--- src/rtl/mux_pkg.sv ---
// -----------------------------------------------------------------------------
// mux_pkg
// Shared select encoding for the 2-way stream mux/demux family.
//   sel_t   : 1-bit channel select
//   SEL_I0  : channel 0
//   SEL_I1  : channel 1
//   other_sel() : the opposite channel, used for round-robin hand-over
// -----------------------------------------------------------------------------
package mux_pkg;

   typedef logic sel_t;

   localparam sel_t SEL_I0 = 1'b0;
   localparam sel_t SEL_I1 = 1'b1;

   function automatic sel_t other_sel(input sel_t s);
      return ~s;
   endfunction

endpackage : mux_pkg

--- src/rtl/rr_arb_2.sv ---
// -----------------------------------------------------------------------------
// rr_arb_2
// Two-requester arbiter. A lone requester always wins; on contention the
// winner is the channel held in the priority register, which passes to the
// other channel each time a granted beat is actually taken.
//
// Build option: MUX_2TO1_STREAM_FIXED_PRIO_EN
//   defined   -> fixed priority, channel 0 wins contention, no prio register
//   undefined -> round-robin (default)
//
// Ports:
//   clk        in   clock, rising edge
//   rst        in   synchronous active-high reset (prio back to channel 0)
//   req[1:0]   in   request per channel (the *_valid inputs)
//   advance    in   granted beat accepted this cycle; hands priority over
//   grant      out  winning channel (sel_t), meaningful when grant_vld
//   grant_vld  out  at least one request present
// -----------------------------------------------------------------------------
module rr_arb_2
   import mux_pkg::*;
(
   input  logic       clk,
   input  logic       rst,
   input  logic [1:0] req,
   input  logic       advance,
   output sel_t       grant,
   output logic       grant_vld
);

`ifdef MUX_2TO1_STREAM_FIXED_PRIO_EN

   // No state in this build; keep the clocking ports referenced so the
   // port list stays identical to the round-robin build.
   logic unused_inputs;
   assign unused_inputs = &{1'b0, clk, rst, advance};

   always_comb begin
      grant_vld = |req;
      grant     = req[0] ? SEL_I0 : SEL_I1;
   end

`else

   sel_t prio_q;
   sel_t prio_d;

   always_comb begin
      grant_vld = |req;
      case (req)
         2'b01:   grant = SEL_I0;
         2'b10:   grant = SEL_I1;
         default: grant = prio_q;   // contention (or no request: don't care)
      endcase

      // Priority moves only when a beat is really taken, so a stalled
      // output never reshuffles the arbitration order.
      prio_d = prio_q;
      if (advance) begin
         prio_d = other_sel(grant);
      end
   end

   always_ff @(posedge clk) begin
      if (rst) begin
         prio_q <= SEL_I0;
      end else begin
         prio_q <= prio_d;
      end
   end

`endif

endmodule : rr_arb_2

--- src/rtl/mux_2to1_stream.sv ---
// -----------------------------------------------------------------------------
// mux_2to1_stream
// Registered 2-to-1 stream merger with valid/ready handshakes. Beats from two
// source channels are arbitrated (round-robin by default) and forwarded one
// at a time through a single output register, tagged with their source.
//
// Build option: MUX_2TO1_STREAM_FIXED_PRIO_EN (see rr_arb_2); when defined,
// channel 0 always wins contention. Ports and latency are unchanged.
//
// Parameters:
//   width       data width of inputs and output (default 4)
//
// Ports:
//   clk         in   clock, rising edge
//   rst         in   synchronous active-high reset
//   i0/i1       in   channel data
//   i0_valid    in   channel 0 beat present
//   i0_ready    out  channel 0 beat accepted this cycle
//   i1_valid    in   channel 1 beat present
//   i1_ready    out  channel 1 beat accepted this cycle
//   o           out  registered output data
//   o_valid     out  output register holds a beat
//   o_ready     in   downstream accepts the beat
//   o_sel       out  source of the current output beat (0 = i0, 1 = i1)
//
// Ready is combinational from o_ready/o_valid/arbitration state and the
// valid inputs, so sources must not make valid depend on ready.
// -----------------------------------------------------------------------------
module mux_2to1_stream
   import mux_pkg::*;
#(
   parameter int width = 4
) (
   input  logic             clk,
   input  logic             rst,
   input  logic [width-1:0] i0,
   input  logic             i0_valid,
   output logic             i0_ready,
   input  logic [width-1:0] i1,
   input  logic             i1_valid,
   output logic             i1_ready,
   output logic [width-1:0] o,
   output logic             o_valid,
   input  logic             o_ready,
   output logic             o_sel
);

   logic [width-1:0] o_q, o_d;
   logic             o_valid_q, o_valid_d;
   sel_t             o_sel_q, o_sel_d;

   logic load;
   logic accept;
   sel_t grant;
   logic grant_vld;

   rr_arb_2 u_arb (
      .clk       (clk),
      .rst       (rst),
      .req       ({i1_valid, i0_valid}),
      .advance   (accept),
      .grant     (grant),
      .grant_vld (grant_vld)
   );

   always_comb begin
      // Register is free when empty or being drained this very cycle;
      // this is what gives one beat per cycle under continuous flow.
      load   = !o_valid_q || o_ready;
      accept = load && grant_vld && !rst;

      i0_ready = accept && (grant == SEL_I0);
      i1_ready = accept && (grant == SEL_I1);

      o_d       = o_q;
      o_sel_d   = o_sel_q;
      o_valid_d = o_valid_q;
      if (load) begin
         if (grant_vld) begin
            o_d       = (grant == SEL_I1) ? i1 : i0;
            o_sel_d   = grant;
            o_valid_d = 1'b1;
         end else begin
            // Drained with nothing to refill: data/tag keep their last values.
            o_valid_d = 1'b0;
         end
      end
   end

   always_ff @(posedge clk) begin
      if (rst) begin
         o_q       <= '0;
         o_valid_q <= 1'b0;
         o_sel_q   <= SEL_I0;
      end else begin
         o_q       <= o_d;
         o_valid_q <= o_valid_d;
         o_sel_q   <= o_sel_d;
      end
   end

   assign o       = o_q;
   assign o_valid = o_valid_q;
   assign o_sel   = o_sel_q;

endmodule : mux_2to1_stream

--- config.mk ---
export PLATFORM = sky130hd
export DESIGN_NAME = mux_2to1_stream
export DESIGN_NICKNAME = d
export VERILOG_FILES = /design/src/rtl/mux_pkg.sv /design/src/rtl/rr_arb_2.sv /design/src/rtl/mux_2to1_stream.sv
export SDC_FILE = /design/constraint.sdc
export NUM_CORES = 1
export LEC_CHECK = 0
export ABC_AREA = 1
export CAP_MARGIN = 25
export CORE_AREA = 2 2 39 41
export CTS_CLUSTER_DIAMETER = 40
export DETAILED_ROUTE_END_ITERATION = 8
export DIE_AREA = 0 0 41 43
export PLACE_DENSITY = 0.69
export SLEW_MARGIN = 0
export SYNTH_ARGS = -nofsm -noshare
export SYNTH_HDL_FRONTEND = slang
export SYNTH_SLANG_ARGS = --single-unit
--- constraint.sdc ---
create_clock -name clk -period 1.8 [get_ports clk]
set_clock_uncertainty 0.1 [all_clocks]
set_input_delay 0.18 -clock clk [delete_from_list [all_inputs] [get_ports clk]]
set_output_delay 0.18 -clock clk [all_outputs]
set_load 0.02 [all_outputs]
# ---- After elaboration in Yosys (flattened, before gate mapping)
# Index checks and enable logic that the tools add are counted.
dict set report word_totals {
  ramBits 0
  n_memories 0
  output_inout_bits 8
  latchBits 0
  in_bits 13
  romBits 0
  ff_bits 7
  word_cells 19
}
dict set report classes {
  reduce_logical 9
  multipliers 0
  muxes 3
  n_eq_ne 2
  n_lt_le_gt_ge 0
  n_addsub 0
  n_div 0
  shifts 0
  bitwise_logic 1
}
# cell count
set op_table {}
lappend op_table {{logical AND 1 bit} 4}
lappend op_table {{2-to-1 mux 4 bit} 1}
lappend op_table {{equality test 2 x 1 -> 1 bit, second input constant} 1}
lappend op_table {{equality test 2 bit, second input constant} 1}
lappend op_table {{logical NOT 1 bit} 2}
lappend op_table {{one-hot mux 1 bit (2 select lines)} 1}
lappend op_table {{AND reduction 2 bit} 1}
lappend op_table {{OR reduction 2 bit} 1}
lappend op_table {{logical OR 1 bit} 1}
lappend op_table {{2-to-1 mux 1 bit} 1}
lappend op_table {{NOT 1 bit} 1}

# ---- Longest topological paths before layout
# Gate-level depths: netlist of the first run.
dict set report logic_depth {
  depth_word 5
  depth_mapped 8
  mapped_depth_nobuf 8
}

# ---- Cells and area by module
# From an unflattened synthesis of the first run, not the netlist that was laid out.
dict set report unflattened {
  cells_unflattened 64
  hier_area_um2 431.7
}
# module instances cells_per_inst seq_area_each_um2 area_per_inst_um2
set modules_own_cells {}
lappend modules_own_cells {mux_2to1_stream 1 46 120.1 309.0}
lappend modules_own_cells {rr_arb_2 1 18 20.0 122.6}

# ---- Least setup slack after synthesis of the first run
# No wires, ideal clock.
dict set report synth_path {
  path_type {input -> output}
  start {in i0_valid}
  end {out i0_ready}
  path_slack_ns 0.563
  required_ns 1.520
  path_buffers 0
  path_stages 7
  arrival_ns 0.957
  path_cell_list {inv_1 > ha_1 > nand2_2 > nand2_4 > inv_1 > nand2_1 > inv_1}
}
dict set report synth_via {
  elab_chain_len 4
}
# item line_no
set synth_rtl {}
lappend synth_rtl {{start: declaration} mux_2to1_stream.sv:37} ;# input logic i0_valid,
lappend synth_rtl {{equality test 2 bit (tied with other cells)} rr_arb_2.sv:49} ;# case (req)
lappend synth_rtl {{one-hot mux 1 bit (2 select lines) or logical AND 1 bit (tied branches)} {rr_arb_2.sv:49, mux_2to1_stream.sv:70}}
lappend synth_rtl {{NOT 1 bit or logical AND 1 bit (tied branches)} {mux_2to1_stream.sv:72, mux_2to1_stream.sv:70}}
lappend synth_rtl {{logical AND 1 bit (*)} mux_2to1_stream.sv:72} ;# i0_ready = accept && (grant == SEL_I0);
lappend synth_rtl {{end: declaration} mux_2to1_stream.sv:38} ;# output logic i0_ready,
# Every way passes the cells marked *; elsewhere a longest branch is shown, timed or not.

# ---- Worst setup path in the final report of the first run
dict set report layout_path {
  start {in i1_valid}
  end {out i0_ready}
}
dict set report layout_via {
  elab_chain_len 4
}
# item line_no
set layout_rtl {}
lappend layout_rtl {{start: declaration} mux_2to1_stream.sv:40} ;# input logic i1_valid,
lappend layout_rtl {{equality test 2 bit (tied with other cells)} rr_arb_2.sv:49}
lappend layout_rtl {{one-hot mux 1 bit (2 select lines) or logical AND 1 bit (tied branches)} {rr_arb_2.sv:49, mux_2to1_stream.sv:70}}
lappend layout_rtl {{NOT 1 bit or logical AND 1 bit (tied branches)} {mux_2to1_stream.sv:72, mux_2to1_stream.sv:70}}
lappend layout_rtl {{logical AND 1 bit (*)} mux_2to1_stream.sv:72}
# Marked as above.

==> results of run 1 <==
## worst max-delay path, stage by stage
cell and delay (ns):
clkdlybuf4s50_1 0.49, inv_2 0.05, ha_4 0.27, nand2_2 0.08, nand2_4 0.08, inv_1 0.04, nand2_1 0.07, inv_1 0.04
buf_4 0.15
## registers in the layout, indices dropped and copies added (netlist names)
| signal | count |
|---|---|
| o_sel | 1 |
| o | 4 |
| o_valid | 1 |
| u_arb.prio_q | 1 |
## stage by stage
step | total power [mW] | instance area, um^2 | cells | hold slack (ns) | utilization (%)
finish | 0.499 | 739 | 104 | 0.341 | 53.4
global route | 0.528 | 739 | 104 | 0.373 | 53.4
CTS | 0.498 | 724 | 104 | 0.345 | 52.4
detailed placement | 0.352 | 708 | 100 | 0.335 | 51.2
floorplan | 0.262 | 420 | 55 | 0.149 | -
global placement | 0.350 | 708 | 100 | 0.330 | 51.2
## routing by layer
| layer | track usage (%) | wire length [um] |
|---|---|---|
| met1 | 14.5 | 422 |
| met3 | 2.09 | 93 |
| met2 | 18.8 | 399 |
| met4 | 10.0 | 38 |
| met5 | 0 | 0 |
## final timing paths
| check | slack, ns | startpoint | cells past startpoint | to |
|---|---|---|---|---|
| setup / recovery | 0.07 | i1_valid | 9 | i0_ready |
| hold / removal | 0.34 | o_sel$_SDFFE_PP0P_ | 2 | o_sel$_SDFFE_PP0P_ |
| setup reg to reg | 0.72 | o_valid$_SDFFE_PP0P_ | 5 | o[1]$_SDFFE_PP0P_ |
| hold reg to reg | 0.34 | o_sel$_SDFFE_PP0P_ | 2 | o_sel$_SDFFE_PP0P_ |
## cell families (layout without fill, tap and decap cells)
group	after synthesis	after routing
buffers and inverters	12	45
AOI/OAI and AO/OA	2	2
and+or+nand+nor	32	32
adders and majority gates	2	2
DFF	7	7
## cell type report
type,count,share of cell area (%)
flip-flops and latches,7,19.0
well taps,16,2.71
multi-input cells,36,33.5
clock buffers,4,3.55
inverters,12,6.09
repair buffers,29,35.2
## report_power, final
part           internal, mW  leakage [nW]  switching [mW]
combinational        0.0925         0.310          0.0776
clock                0.0850        0.0150          0.0643
sequential            0.171        0.0581         0.00934
total                 0.348         0.383           0.151
## cells in the final DEF, fill, tap and decap left out
cell type        count
buf_2                1
a21oi_4              1
clkdlybuf4s50_1     18
a21oi_1              1
buf_4               10
clkbuf_4             3
ha_4                 1
nand3b_1             4
nand2_1             18
dfxtp_1              7
nand3_1              4
nand2_4              4
inv_1                8
nor2_8               1
inv_2                4
ha_1                 1
nand2_2              1
clkbuf_1             1
## timing repair
| item | in CTS | in global routing |
|---|---|---|
| resized for setup | 9 | 3 |
| endpoints found under the setup margin | 2 | 2 |
| buffers inserted | 0 | 0 |
==> impl_metrics.toml, run 1 <==
[yosys]
syn_area_per_cell_um2 = 7.64
synthMuxAreaShare_pct = 0
synth_xor_area_share_pct = 0
async_reset_ff_share_pct = 0
netlist_top_cells_count = "nand2_1 (18), inv_1 (10), dfxtp_1 (7)"
netlist_top_cells_area = "dfxtp_1 (33%), nand2_1 (16%), nand2_4 (11%)"
synthCells = 55
post-synth-top-count-cell = "nand2_1"
synth_top_cell_by_area = "dfxtp_1"
synth_top_family_by_area = "simple AND/OR/NAND/NOR gates"
synth_edf_count = 0
seq_area_frac_synth_pct = 33.3
ys.flop_type = "dfxtp_1"
netlist_area_um2 = 420
yosys.area_share.simple_pct = 44.9
synth_compound_area_share_pct = 5.06
synth_cell_type_count = 12
synth_seq_cells = 7
synth_adder_area_share_pct = 5.95
syn_nets = 70
ys.warnings.count = 0
yosysTopAreaCellShare_pct = 33.3

[cts]
ctsHtreeMaxLevel = 1
clock_sinks = 7
path_clk_slew_ns = 0.05
cts_tree = "yes"
cts_buffer_depth = 2
clock_latency_ns = 0.26
cts.hold.buffers_added = 0
root_buffer = "clkbuf_4"
cts_made_buffers = 3

[setup_path]
worst-setup-path-type = "input port to primary output"
worstPathRequired_ns = 1.52
arrival_ns = 1.45
end_kind = "primary output"
start_kind = "input port"
path_max_fanout = 4

[drt]
dr.pass1.iters = 2
post-route-drc-count = 0
drt-total-wl_um = 954
detail_route.wl_per_cell_um = 9.17
drtAntennaViolNets = 0
vias = 436
via_per_inst = 4.19
drt_iter0_markers = 2

[timing]
fmaxAchievable_ghz = 0.580
relSlewSlack_pct = 85.3
maxSlewViolCount = 0
finalWorstSetupSlack_ns = 0.0750
setup_violations = 0
rsz0062_at_grt = "no"
worst_pin_slew_ns = 0.220
finalSetupTns_ns = 0
fin_crit_sh_pct = 95.8
finalCriticalPeriod_ns = 1.73
hold_viol_final = 0

[run]
max-cap-violations = 0

[power]
ir_drop_mv = 0.249
p_leak_nw = 0.383
powerDensity_nw_per_um2 = 675

[global_routing]
antenna_found_initial = 0
track_usage_pct = 12.4
grt_max_degree = 7
grt_pass1_wl_um = 1470
grt_pass1_vias = 416
gr-total-overflow = 0

[cells_and_area]
drive_gt1_share_pct = 29.5
nets = 104
seq_area_um2 = 140
n_antenna_cell = 0
syn_to_final_growth_pct = 75.9
n_fill_cell = 141
multi_input_area_um2 = 248

[place]
gp_congestion = 0.746
port_buffers = 20
post-place-ws_ns = -0.425
place_hpwl_um = 749

[die]
die_w_um = 41
io_pins = 21
dieArea_um2 = 1760
die_h_um = 43
core_area_um2 = 1380
initial_core_util_pct = 30.4
row_count = 14

[worst_hold_path]
hp-class = "flop to flop"

[status]
status = "finished clean"
(Power assumes the default switching activity.)
==> inputs of run 2 (changes only) <==
--- a/config.mk
+++ b/config.mk
@@ -15,4 +15,5 @@
 export SLEW_MARGIN = 0
 export SYNTH_ARGS = -nofsm -noshare
 export SYNTH_HDL_FRONTEND = slang
+export SYNTH_HIERARCHICAL = 1
 export SYNTH_SLANG_ARGS = --single-unit
==> impl_metrics.toml, run 2 <==
[cells_and_area]
n_antenna_cell = 0
n_fill_cell = 140
drive_gt1_share_pct = 29.3
most-common-layout-cells = "nand2_1 (20), clkdlybuf4s50_1 (16), buf_4 (12), inv_1 (9), nand3_1 (9)"
stdcell_count = 115
final_common_cell = "nand2_1"
largest_reg_flops = 4
syn_to_final_growth_pct = 78.0
nets = 116

[cts]
root_buffer = "clkbuf_4"
cts_made_buffers = 3
clock_sinks = 7
cts_tree = "yes"
clock_latency_ns = 0.25
path_clk_slew_ns = 0.06
cts_buffer_depth = 2
ctsHtreeMaxLevel = 1
cts.hold.buffers_added = 0

[power]
total_power_uw = 507
pwr-share-clk_pct = 28.1
switching_share_pct = 31.0
switching_power_uw = 157
p_leak_nw = 0.413
powerDensity_nw_per_um2 = 660
ir_drop_mv = 0.231
pwr-share-comb_pct = 36.6
seqPwrFrac_pct = 35.2
internal_power_uw = 350

[die]
die_h_um = 43
die_w_um = 41
initial_core_util_pct = 31.2
core_area_um2 = 1380
row_count = 14
dieArea_um2 = 1760
io_pins = 21

[worst_hold_path]
whs_path_depth = 2
hp-class = "flop to flop"

[run]
max-cap-violations = 0

[yosys]
synth_cell_type_count = 15
seq_area_frac_synth_pct = 32.5
synthCells = 64
netlist_area_um2 = 432
ys.warnings.count = 6
synth_seq_cells = 7
async_reset_ff_share_pct = 0
post-synth-top-count-cell = "nand2_1"
syn_area_per_cell_um2 = 6.74
synth_edf_count = 0
netlist_top_cells_count = "nand2_1 (20), inv_1 (10), nand3_1 (9)"
synth_top_cell_by_area = "dfxtp_1"
netlist_top_cells_area = "dfxtp_1 (32%), nand2_1 (17%), nand3_1 (10%)"
ys.flop_type = "dfxtp_1"
yosysTopAreaCellShare_pct = 32.5
syn_nets = 80

[timing]
fin_crit_sh_pct = 88.3
finalSetupTns_ns = 0
worst_pin_slew_ns = 0.213
relSlewSlack_pct = 85.8
hold_viol_final = 0
fmaxAchievable_ghz = 0.629
rsz0062_at_grt = "no"
finalCriticalPeriod_ns = 1.59
setup_violations = 0
maxSlewViolCount = 0
whs_ns = 0.368

[setup_path]
path_cells = "dlygate4sd2_1 > inv_1 > ha_4 > inv_2 > nand2_2 > o21a_1 > nand4_1 > inv_1 > buf_6"
rrSetupSlack_ns = 0.46
arrival_ns = 1.31
cpMostUsedCell = "inv_1"
critPathCapture = "i1_ready"
start_kind = "input port"
r2r_end = "o[3]$_SDFFE_PP0P_"
end_kind = "primary output"
path_max_fanout = 3
crit_slowest_cell = "ha_4"
crit_start = "i1_valid"
worstReg2RegStart = "u_arb/prio_q$_SDFFE_PP0P_"
cpPeakStageDelay_ns = 0.26
reg2reg_depth = 10
worst-setup-path-type = "input port to primary output"
worstPathRequired_ns = 1.52

[global_routing]
grt_busiest_layer = "met2"
met2_usage_pct = 21.9
grt_max_degree = 10
met3_usage_pct = 1.57
grt_pass1_vias = 483
track_usage_pct = 14.2
grt_util_met1_pct = 17.2
gr-total-overflow = 0
antenna_found_initial = 0
grt_pass1_wl_um = 1750

[drt]
detail_route.wl_per_cell_um = 8.17
vias = 486
drt_iter0_markers = 4
drtAntennaViolNets = 0
via_per_inst = 4.23
post-route-drc-count = 0
drt-total-wl_um = 940
dr.pass1.iters = 5

[status]
status = "finished clean"

[place]
place_hpwl_um = 769
port_buffers = 20
post-place-cells = 107
gp_congestion = 0.719
[run 2: layout make-up]
cell class	count	area, um^2	share of cell area (%)
Timing Repair Buffer	32	284	37.0
Inverter	13	48.8	6.35
Multi-Input combinational cell	43	248	32.2
Tap cell	16	20.0	2.61
Clock inverter	1	5.00	0.651
Clock buffer	3	22.5	2.93
Sequential cell	7	140	18.2
[run 2: cells by family after synthesis]
| kind of cell | share of synthesized area [%] |
|---|---|
| AO/OA/AOI/OAI | 6.67 |
| adder cells (fa/ha/maj) | 8.70 |
| buffers and inverters | 13.0 |
| flip-flops | 32.5 |
| AND/OR/NAND/NOR | 39.1 |
[run 2: worst min-delay path by stage]
stage	from	endpoint	slack (ns)
after floorplan	rst	o_valid$_SDFFE_PP0P_	0.15
after global placement	o[3]$_SDFFE_PP0P_	o[3]$_SDFFE_PP0P_	0.36
after detailed placement	o[1]$_SDFFE_PP0P_	o[1]$_SDFFE_PP0P_	0.36
after CTS	o[1]$_SDFFE_PP0P_	o[1]$_SDFFE_PP0P_	0.37
after global routing	o[0]$_SDFFE_PP0P_	o[0]$_SDFFE_PP0P_	0.39
final	o_sel$_SDFFE_PP0P_	o_sel$_SDFFE_PP0P_	0.37
[run 2: power groups by stage]
stage | combinational (mW) | clock (mW) | sequential [mW]
floorplan | 0.0731 | 0 | 0.197
global placement | 0.174 | 0 | 0.181
detailed placement | 0.176 | 0 | 0.182
CTS | 0.186 | 0.146 | 0.178
global route | 0.206 | 0.154 | 0.180
finish | 0.186 | 0.143 | 0.179
[run 2: per-layer routing]
layer	part of all wire, %	vias up
met5	0	-
li1	-	265
met2	50	15
met1	43	204
met3	4.1	2
met4	2.6	0
[run 2: metrics by stage]
step                      setup slack [ns]  util [%]  area, um^2
final                                0.211      55.5         768
after global routing                 0.102      55.5         768
after CTS                            0.210      55.5         768
after detailed placement            -0.562      50.9         704
after global placement              -0.518      50.9         704
after floorplan                      0.363         -         432
[run 2: timing repair]
item / in CTS / in global routing
endpoints found under the setup margin: 2 / 0
setup buffers: 4 / 0
gates resized for setup: 14 / 0
[run 2: critical path: cells and delay by family]
family	cells	cell delay, ns
AO/OA/AOI/OAI	1	0.17
adder cells (fa/ha/maj)	1	0.26
buffers and inverters	5	0.51
AND/OR/NAND/NOR	2	0.18
